[src/rtl/sdram_arbiter_if.sv]
// rtl/sdram_arbiter_if.sv - SDRAM controller request/response bundle between arbiter and controller
interface sdram_arbiter_if #(
    parameter int ADDR_WIDTH = 23,
    parameter int DATA_WIDTH = 32
);
    logic [ADDR_WIDTH-1:0] sdram_addr;
    logic [DATA_WIDTH-1:0] sdram_data;
    logic                  sdram_we;
    logic                  sdram_req;
    logic                  sdram_ack;
    logic                  sdram_valid;
    logic [DATA_WIDTH-1:0] sdram_q;

    // Arbiter side: issues requests, receives ack/valid/read data
    modport master (
        output sdram_addr,
        output sdram_data,
        output sdram_we,
        output sdram_req,
        input  sdram_ack,
        input  sdram_valid,
        input  sdram_q
    );

    // Controller side
    modport slave (
        input  sdram_addr,
        input  sdram_data,
        input  sdram_we,
        input  sdram_req,
        output sdram_ack,
        output sdram_valid,
        output sdram_q
    );
endinterface

[src/rtl/sdram_arbiter.sv]
// rtl/sdram_arbiter.sv - SDRAM request arbiter for one download writer and NUM_PORTS ROM readers (SDRAM_ARB_RR_EN: round-robin reads)
module sdram_arbiter #(
    parameter int NUM_PORTS  = 4,
    parameter int ADDR_WIDTH = 23,
    parameter int DATA_WIDTH = 32
) (
    input  logic                            clk,
    input  logic                            reset_n,
    input  logic                            dl_req,
    input  logic [ADDR_WIDTH-1:0]           dl_addr,
    input  logic [DATA_WIDTH-1:0]           dl_data,
    output logic                            dl_ack,
    input  logic [NUM_PORTS-1:0]            port_req,
    input  logic [NUM_PORTS*ADDR_WIDTH-1:0] port_addr,
    output logic [NUM_PORTS-1:0]            port_valid,
    output logic [DATA_WIDTH-1:0]           port_q,
    sdram_arbiter_if.master                 sdram,
    output logic                            busy
);
    localparam int OW = $clog2(NUM_PORTS);

    typedef enum logic [1:0] {
        IDLE,
        WAIT_ACK,
        WAIT_VALID
    } state_t;

    state_t                 state_q, state_d;
    logic                   req_q, req_d;
    logic                   we_q, we_d;
    logic [ADDR_WIDTH-1:0]  addr_q, addr_d;
    logic [DATA_WIDTH-1:0]  data_q, data_d;
    logic [OW-1:0]          owner_q, owner_d;
    logic                   dl_ack_q, dl_ack_d;
    logic [NUM_PORTS-1:0]   pv_q, pv_d;
    logic [DATA_WIDTH-1:0]  q_q, q_d;
`ifdef SDRAM_ARB_RR_EN
    logic [OW-1:0]          rr_q, rr_d;
`endif

    logic [OW-1:0]          win_idx;
    logic [OW-1:0]          cand;
    logic                   win_found;
    logic [ADDR_WIDTH-1:0]  win_addr;

    // Pick the read winner among requesting ports (download priority is handled in the FSM)
    always_comb begin
        win_found = 1'b0;
        win_idx   = '0;
        cand      = '0;
`ifdef SDRAM_ARB_RR_EN
        for (int k = 1; k <= NUM_PORTS; k++) begin
            cand = OW'((int'(rr_q) + k) % NUM_PORTS);
            if (!win_found && port_req[cand]) begin
                win_found = 1'b1;
                win_idx   = cand;
            end
        end
`else
        for (int i = NUM_PORTS - 1; i >= 0; i--) begin
            cand = OW'(i);
            if (port_req[cand]) begin
                win_found = 1'b1;
                win_idx   = cand;
            end
        end
`endif
    end

    assign win_addr = port_addr[int'(win_idx)*ADDR_WIDTH +: ADDR_WIDTH];

    // Next-state and next-output logic; transaction fields only change at grant time
    always_comb begin
        state_d  = state_q;
        req_d    = req_q;
        we_d     = we_q;
        addr_d   = addr_q;
        data_d   = data_q;
        owner_d  = owner_q;
        dl_ack_d = 1'b0;
        pv_d     = '0;
        q_d      = q_q;
`ifdef SDRAM_ARB_RR_EN
        rr_d     = rr_q;
`endif
        case (state_q)
            IDLE: begin
                if (dl_req) begin
                    addr_d  = dl_addr;
                    data_d  = dl_data;
                    we_d    = 1'b1;
                    req_d   = 1'b1;
                    state_d = WAIT_ACK;
                end else if (win_found) begin
                    addr_d  = win_addr;
                    owner_d = win_idx;
                    we_d    = 1'b0;
                    req_d   = 1'b1;
                    state_d = WAIT_ACK;
`ifdef SDRAM_ARB_RR_EN
                    rr_d    = win_idx;
`endif
                end else begin
                    req_d = 1'b0;
                end
            end
            WAIT_ACK: begin
                if (sdram.sdram_ack) begin
                    req_d = 1'b0;
                    if (we_q) begin
                        dl_ack_d = 1'b1;
                        state_d  = IDLE;
                    end else if (sdram.sdram_valid) begin
                        q_d           = sdram.sdram_q;
                        pv_d[owner_q] = 1'b1;
                        state_d       = IDLE;
                    end else begin
                        state_d = WAIT_VALID;
                    end
                end
            end
            WAIT_VALID: begin
                if (sdram.sdram_valid) begin
                    q_d           = sdram.sdram_q;
                    pv_d[owner_q] = 1'b1;
                    state_d       = IDLE;
                end
            end
            default: begin
                req_d   = 1'b0;
                state_d = IDLE;
            end
        endcase
    end

    // State and registered outputs; reset aborts any transaction in flight
    always_ff @(posedge clk or negedge reset_n) begin
        if (!reset_n) begin
            state_q  <= IDLE;
            req_q    <= 1'b0;
            we_q     <= 1'b0;
            addr_q   <= '0;
            data_q   <= '0;
            owner_q  <= '0;
            dl_ack_q <= 1'b0;
            pv_q     <= '0;
            q_q      <= '0;
`ifdef SDRAM_ARB_RR_EN
            rr_q     <= OW'(NUM_PORTS - 1);
`endif
        end else begin
            state_q  <= state_d;
            req_q    <= req_d;
            we_q     <= we_d;
            addr_q   <= addr_d;
            data_q   <= data_d;
            owner_q  <= owner_d;
            dl_ack_q <= dl_ack_d;
            pv_q     <= pv_d;
            q_q      <= q_d;
`ifdef SDRAM_ARB_RR_EN
            rr_q     <= rr_d;
`endif
        end
    end

    assign sdram.sdram_req  = req_q;
    assign sdram.sdram_we   = we_q;
    assign sdram.sdram_addr = addr_q;
    assign sdram.sdram_data = data_q;
    assign dl_ack           = dl_ack_q;
    assign port_valid       = pv_q;
    assign port_q           = q_q;
    assign busy             = (state_q != IDLE);
endmodule

[src/flat_wrapper.sv]
// flat-port wrapper written by rule: the top's interface ports become plain ports
module sdram_arbiter_flat 
#(
    parameter int NUM_PORTS  = 4,
    parameter int ADDR_WIDTH = 23,
    parameter int DATA_WIDTH = 32
)
  (clk, reset_n, dl_req, dl_addr, dl_data, dl_ack, port_req, port_addr, port_valid, port_q, busy, sdram_sdram_addr, sdram_sdram_data, sdram_sdram_we, sdram_sdram_req, sdram_sdram_ack, sdram_sdram_valid, sdram_sdram_q);
  sdram_arbiter_if #(.ADDR_WIDTH(ADDR_WIDTH), .DATA_WIDTH(DATA_WIDTH)) sdram_i ();
  input  logic clk;
  input  logic reset_n;
  input  logic dl_req;
  input  logic [ADDR_WIDTH-1:0] dl_addr;
  input  logic [DATA_WIDTH-1:0] dl_data;
  output logic dl_ack;
  input  logic [NUM_PORTS-1:0] port_req;
  input  logic [NUM_PORTS*ADDR_WIDTH-1:0] port_addr;
  output logic [NUM_PORTS-1:0] port_valid;
  output logic [DATA_WIDTH-1:0] port_q;
  output logic busy;
  output wire logic [$bits(sdram_i.sdram_addr)-1:0] sdram_sdram_addr;
  output wire logic [$bits(sdram_i.sdram_data)-1:0] sdram_sdram_data;
  output wire logic [$bits(sdram_i.sdram_we)-1:0] sdram_sdram_we;
  output wire logic [$bits(sdram_i.sdram_req)-1:0] sdram_sdram_req;
  input wire logic [$bits(sdram_i.sdram_ack)-1:0] sdram_sdram_ack;
  input wire logic [$bits(sdram_i.sdram_valid)-1:0] sdram_sdram_valid;
  input wire logic [$bits(sdram_i.sdram_q)-1:0] sdram_sdram_q;
  assign sdram_sdram_addr = sdram_i.sdram_addr;
  assign sdram_sdram_data = sdram_i.sdram_data;
  assign sdram_sdram_we = sdram_i.sdram_we;
  assign sdram_sdram_req = sdram_i.sdram_req;
  assign sdram_i.sdram_ack = sdram_sdram_ack;
  assign sdram_i.sdram_valid = sdram_sdram_valid;
  assign sdram_i.sdram_q = sdram_sdram_q;
  sdram_arbiter #(.NUM_PORTS(NUM_PORTS), .ADDR_WIDTH(ADDR_WIDTH), .DATA_WIDTH(DATA_WIDTH)) u_core (.clk(clk), .reset_n(reset_n), .dl_req(dl_req), .dl_addr(dl_addr), .dl_data(dl_data), .dl_ack(dl_ack), .port_req(port_req), .port_addr(port_addr), .port_valid(port_valid), .port_q(port_q), .sdram(sdram_i), .busy(busy));
endmodule
[config.mk]
export PLATFORM = sky130hd
export DESIGN_NAME = sdram_arbiter_flat
export DESIGN_NICKNAME = d
export VERILOG_FILES = /design/src/rtl/sdram_arbiter_if.sv /design/src/rtl/sdram_arbiter.sv /design/src/flat_wrapper.sv
export SDC_FILE = /design/constraint.sdc
export NUM_CORES = 1
export LEC_CHECK = 0
export CORE_ASPECT_RATIO = 0.7
export CORE_MARGIN = 2
export CORE_UTILIZATION = 39
export DETAILED_ROUTE_END_ITERATION = 7
export PLACE_DENSITY_LB_ADDON = 0.1
export SYNTH_ARGS = -nofsm -noshare
export SYNTH_HDL_FRONTEND = slang
export SYNTH_SLANG_ARGS = --single-unit
[constraint.sdc]
create_clock -name clk -period 2.1 [get_ports clk]
set_input_delay 0.315 -clock clk [delete_from_list [all_inputs] [get_ports clk]]
set_output_delay 0.315 -clock clk [all_outputs]
set_load 0.05 [all_outputs]
==> results.md <==
Global routing:
- The number of global-route vias before repair is between 4k and 5k.
- The first global-routing pass estimated about 24000 µm of wire.
- The aggregate global-route resource usage is 22.8%.
- The number of antenna violations at the first check in global routing is 0.
- The pin count of the biggest net entering global routing is 46.
- The total congestion overflow after global routing is 0.

Worst setup path:
- The number of gates on the worst path with buffers counted is 5.
- The worst setup path is of the in -> reg kind.
- Traced cell by cell, the critical path runs through clkdlybuf4s50_1 -> nor3_1 -> nor2_2 -> nor2_1 -> o221ai_2.
- The critical path starts at port_req[2].
- The largest fanout of any net on the critical path is 23.
- The worst setup path is captured at a flip-flop.
- The category of the worst setup path launch point is an input pin.
- The start of the worst register-to-register path is u_core.state_q[1]$_DFFE_PN0P_.
- The number of buffers and inverters on the critical path is 1.
- The master of the slowest instance on the critical path is sky130_fd_sc_hd__nor2_2.
- Measured in cells, the most critical reg-to-reg path has a length of 6.
- STA puts the critical path data required time at ~2.4 ns.
- The arrival time of the worst setup path is 2.23 ns.
- The cell family contributing the most delay on the critical path is simple AND/OR/NAND/NOR gates.
- For this run, the slowest stage of the critical path takes 0.84 ns.

Timing:
- The count of pins over their slew limit is 0.
- The time the final worst path needs with I/O delays and setup is 1.97 ns.
- Dividing the final minimum period by the clock period gives 93.9%.
- The actual slew at the worst max-slew pin is 1.11 ns.
- Measured against its own limit, the worst slew margin works out to 26.1%.
- Based on the critical path, the design can be clocked at up to 0.507 GHz.
- On the final layout, the worst clock skew is between 0.005 and 0.006 ns.
- The final-layout setup total negative slack is 0 ns.
- The setup-violating endpoint count in the final report is 0.
- Setup repair after global routing left no endpoint under its margin.
- The total count of hold-check failures in the final report is 0.

Routing:
- The routed wire length is between 15000 and 20000 µm.
- In the routed design, unresolved DRC markers number 0.
- The post-detailed-route via-to-cell ratio is 4.97.
- The wire length on met2 is ~7700 µm.
- The detailed router finished its first iteration with 97 violations.
- The highest metal layer carrying signal wires in the routed design is met4.
- In the detailed route, the total length drawn on met3 is ~1300 µm.
- The detailed-route wire length on metal 1 is 6060 µm.
- The detailed router placed between 4k and 5k vias in this run.
- Before antenna repair, the detailed router went through 4 iterations.
- The average wire per standard cell is ~18 µm.
- In this run the remaining antenna-violating nets after routing total 0.

Yosys:
- The post-synth net total is ~600.
- The synthesized instance count is between 400 and 500.
- Of the synthesized area, sequential elements account for 49.6%.
- In this run, synthesis produced a sequential element count of 98.
- The Yosys step of the flow raised 0 warnings.
- The number of unique standard cell types used by synthesis is 34.
- The cell area after synthesis is 4940 µm².
- A synthesized cell averages 11.9 µm².

Floorplan:
- The die is about 98 µm tall.
- 283 I/O pins were placed.
- The die span in x is 139 µm.
- In this run the standard cell core region covers 12400 µm².
- The die area is around 14000 µm².
- The number of core rows is 34.
- The starting utilization of the core area is 39.9%.

Layout:
- The number of inserted diodes is 0.
- Counting the fill cells in the layout gives 969.
- Of the cells placed in the final design, the portion with a size suffix greater than 1 is 19.4%.
- From synthesis to final layout, the design area changed by 68.5%.
- Measured on the finished design, the core utilization comes to about two thirds.
- The number of nets at the end of the flow is 895.

Clock tree:
- The buffer type at the clock tree root is sky130_fd_sc_hd__clkbuf_16.
- After clock tree synthesis, the clock-pin slew on the worst setup and hold paths is 0.07 ns.
- The worst-case clock buffer depth is 2.
- TritonCTS built the clock tree.
- The later pin in the worst-skew pair is clocked with a latency of approximately 0.34 ns.
- After clock tree synthesis, the setup repair step added 0 buffers.
- The number of clock sinks is 98.
- The number of buffers created by CTS is 9.
- The H-tree depth reported by CTS is 3.

Placement:
- Summed over all nets, the half-perimeter wirelength after detailed placement is about 12000 µm.
- At the end of routability-driven placement, the weighted congestion stood at 0.832.
- The count of input and output buffers is 282.

Hold path:
- The classification of the worst-slack hold path is reg -> reg.
- The critical hold path startpoint is u_core.sdram.sdram_data[21]$_DFFE_PN0P_.
- Counting instances, the worst hold path has a depth of 1.

Status:
- The flow ran to the end, and the final reports show no timing, DRC or antenna violations.

Power and ir drop:
- Summed over all cells, the static leakage comes to between 3 and 4 nW.
- Power comes to 12.9 mW.
- The maximum resistive drop on vdd is between 1 and 1.5 mV.
- Power spread over the standard cell area amounts to 1550 nW/µm².

Flow run:
- The tool flagged a number of max-cap violations equal to 0.
layout by cell type (no fill, tap or decap):
master,netlist,final
sky130_fd_sc_hd__nand2_1,23,23
sky130_fd_sc_hd__a21oi_1,1,1
sky130_fd_sc_hd__o21ai_2,1,1
sky130_fd_sc_hd__o211ai_2,20,20
sky130_fd_sc_hd__inv_1,31,31
sky130_fd_sc_hd__nor2_4,1,1
sky130_fd_sc_hd__dlygate4sd3_1,0,1
sky130_fd_sc_hd__nor3_1,2,2
sky130_fd_sc_hd__nor2b_1,25,25
sky130_fd_sc_hd__nor2_2,1,2
sky130_fd_sc_hd__bufinv_16,0,1
sky130_fd_sc_hd__nor2_1,28,27
sky130_fd_sc_hd__inv_6,0,2
sky130_fd_sc_hd__ha_1,4,4
sky130_fd_sc_hd__and3b_1,1,1
sky130_fd_sc_hd__a221oi_2,1,1
sky130_fd_sc_hd__clkinv_4,0,1
sky130_fd_sc_hd__inv_2,1,1
sky130_fd_sc_hd__o21ai_0,26,26
sky130_fd_sc_hd__nand3_1,1,1
sky130_fd_sc_hd__mux2i_1,1,1
sky130_fd_sc_hd__a21oi_4,0,1
sky130_fd_sc_hd__buf_12,0,6
sky130_fd_sc_hd__nor4_4,1,1
sky130_fd_sc_hd__mux2_2,55,55
sky130_fd_sc_hd__o22a_1,1,1
sky130_fd_sc_hd__o221ai_1,3,3
sky130_fd_sc_hd__mux2_1,11,11
sky130_fd_sc_hd__and3_1,2,2
sky130_fd_sc_hd__o211ai_1,4,4
sky130_fd_sc_hd__o221ai_2,20,20
sky130_fd_sc_hd__clkbuf_16,0,9
sky130_fd_sc_hd__buf_4,5,13
sky130_fd_sc_hd__inv_8,0,1
sky130_fd_sc_hd__clkinvlp_4,0,1
sky130_fd_sc_hd__dfrtp_1,98,98
sky130_fd_sc_hd__nor3b_1,25,25
sky130_fd_sc_hd__nand2b_1,2,2
sky130_fd_sc_hd__clkdlybuf4s50_1,0,280
sky130_fd_sc_hd__o41ai_1,1,1
cell usage after synthesis:
cell | count | area, µm²
sky130_fd_sc_hd__dfrtp_1 | 98 | 2450
sky130_fd_sc_hd__clkbuf_1 | 7 | 26.3
sky130_fd_sc_hd__o221ai_1 | 3 | 26.3
sky130_fd_sc_hd__o21ai_0 | 26 | 130
sky130_fd_sc_hd__and3_1 | 2 | 12.5
sky130_fd_sc_hd__buf_4 | 5 | 37.5
sky130_fd_sc_hd__ha_1 | 4 | 50.1
sky130_fd_sc_hd__o221ai_2 | 20 | 300
sky130_fd_sc_hd__o22a_1 | 1 | 8.76
sky130_fd_sc_hd__nor2b_1 | 25 | 156
sky130_fd_sc_hd__inv_1 | 31 | 116
sky130_fd_sc_hd__a21oi_1 | 1 | 5.00
sky130_fd_sc_hd__nor2_1 | 28 | 105
sky130_fd_sc_hd__and3b_1 | 1 | 8.76
sky130_fd_sc_hd__nor2_4 | 1 | 11.3
sky130_fd_sc_hd__nor4_4 | 1 | 21.3
sky130_fd_sc_hd__nand2_1 | 23 | 86.3
sky130_fd_sc_hd__a221oi_2 | 1 | 15.0
sky130_fd_sc_hd__o211ai_2 | 20 | 250
sky130_fd_sc_hd__mux2_1 | 11 | 124
sky130_fd_sc_hd__nand3_1 | 1 | 5.00
sky130_fd_sc_hd__nor2_2 | 1 | 6.26
sky130_fd_sc_hd__o41ai_1 | 1 | 8.76
sky130_fd_sc_hd__o21ai_2 | 1 | 8.76
sky130_fd_sc_hd__nand2b_1 | 2 | 12.5
sky130_fd_sc_hd__inv_2 | 1 | 3.75
sky130_fd_sc_hd__o211ai_1 | 4 | 30.0
sky130_fd_sc_hd__nor3b_1 | 25 | 188
sky130_fd_sc_hd__mux2i_1 | 1 | 10.0
sky130_fd_sc_hd__buf_2 | 9 | 45.0
sky130_fd_sc_hd__nor3_1 | 2 | 10.0
sky130_fd_sc_hd__a21oi_2 | 1 | 8.76
sky130_fd_sc_hd__mux2_2 | 55 | 619
sky130_fd_sc_hd__buf_6 | 4 | 45.0
metal layers:
metal	vias to the layer above	global-route usage, %
met5	-	0
met4	0	7.14
met3	22	8.39
met2	181	40.2
met1	2071	26.0
li1	2045	-
cells by family (layout without fill, tap and decap cells):
kind of cell / count (synthesis) / in the layout / synth area share [%]
DFF: 98 / 98 / 49.6
buffers and inverters: 57 / 347 / 5.54
muxes: 67 / 67 / 15.2
AOI/OAI and AO/OA: 79 / 79 / 16.0
and+or+nand+nor: 112 / 112 / 12.6
adders and majority gates: 4 / 4 / 1.01
report_power, final:
group | switching [mW] | total [mW] | internal (mW)
clock network | 0.738 | 1.67 | 0.936
registers | 0.481 | 3.30 | 2.82
logic | 4.89 | 7.93 | 3.04
registers in the layout, summed over array words and instances, names as in the netlist:
register                 flops
u_core.state_q               2
u_core.port_valid            4
u_core.sdram.sdram_we        1
u_core.dl_ack                1
u_core.sdram.sdram_addr     23
u_core.port_q               32
u_core.owner_q               2
u_core.sdram.sdram_data     32
u_core.sdram.sdram_req       1
cell type report:
type | instances | area, µm² | area share, %
tap | 162 | 203 | 2.43
sequential | 98 | 2450 | 29.4
timing repair buffer | 300 | 3030 | 36.4
inverter | 32 | 120 | 1.44
clock buffer | 9 | 225 | 2.70
clock inverter | 6 | 75.1 | 0.901
multi-input combinational | 262 | 2230 | 26.7
stage by stage:
stage | area, µm² | hold WS [ns] | worst slack (ns) | instances
finish | 8330 | 0.492 | 0.129 | 869
floorplan | 4940 | 0.0194 | 0.343 | 417
global route | 8330 | 0.511 | 0.0115 | 869
detailed placement | 8020 | 0.353 | -0.242 | 853
CTS | 8330 | 0.495 | 0.118 | 869
global placement | 8020 | 0.346 | -0.150 | 853
worst paths after layout:
path	endpoint	slack (ns)
worst max-delay path	u_core.sdram.sdram_addr[22]$_DFFE_PN0P_	0.13
min in group asynchronous	u_core.sdram.sdram_addr[10]$_DFFE_PN0P_	0.51
worst max register to register	u_core.port_q[13]$_DFFE_PN0P_	0.31
worst min register to register	u_core.sdram.sdram_data[21]$_DFFE_PN0P_	0.49
worst min-delay path	u_core.sdram.sdram_data[21]$_DFFE_PN0P_	0.49
max in group asynchronous	u_core.sdram.sdram_data[0]$_DFFE_PN0P_	0.91
repair_timing:
item / 4_1_cts / 5_1_grt
hold buffers: 1 / 0
hold endpoints to repair: 11 / 0
resized for setup: 0 / 0
Note: power is estimated with default switching activity, not from simulation.
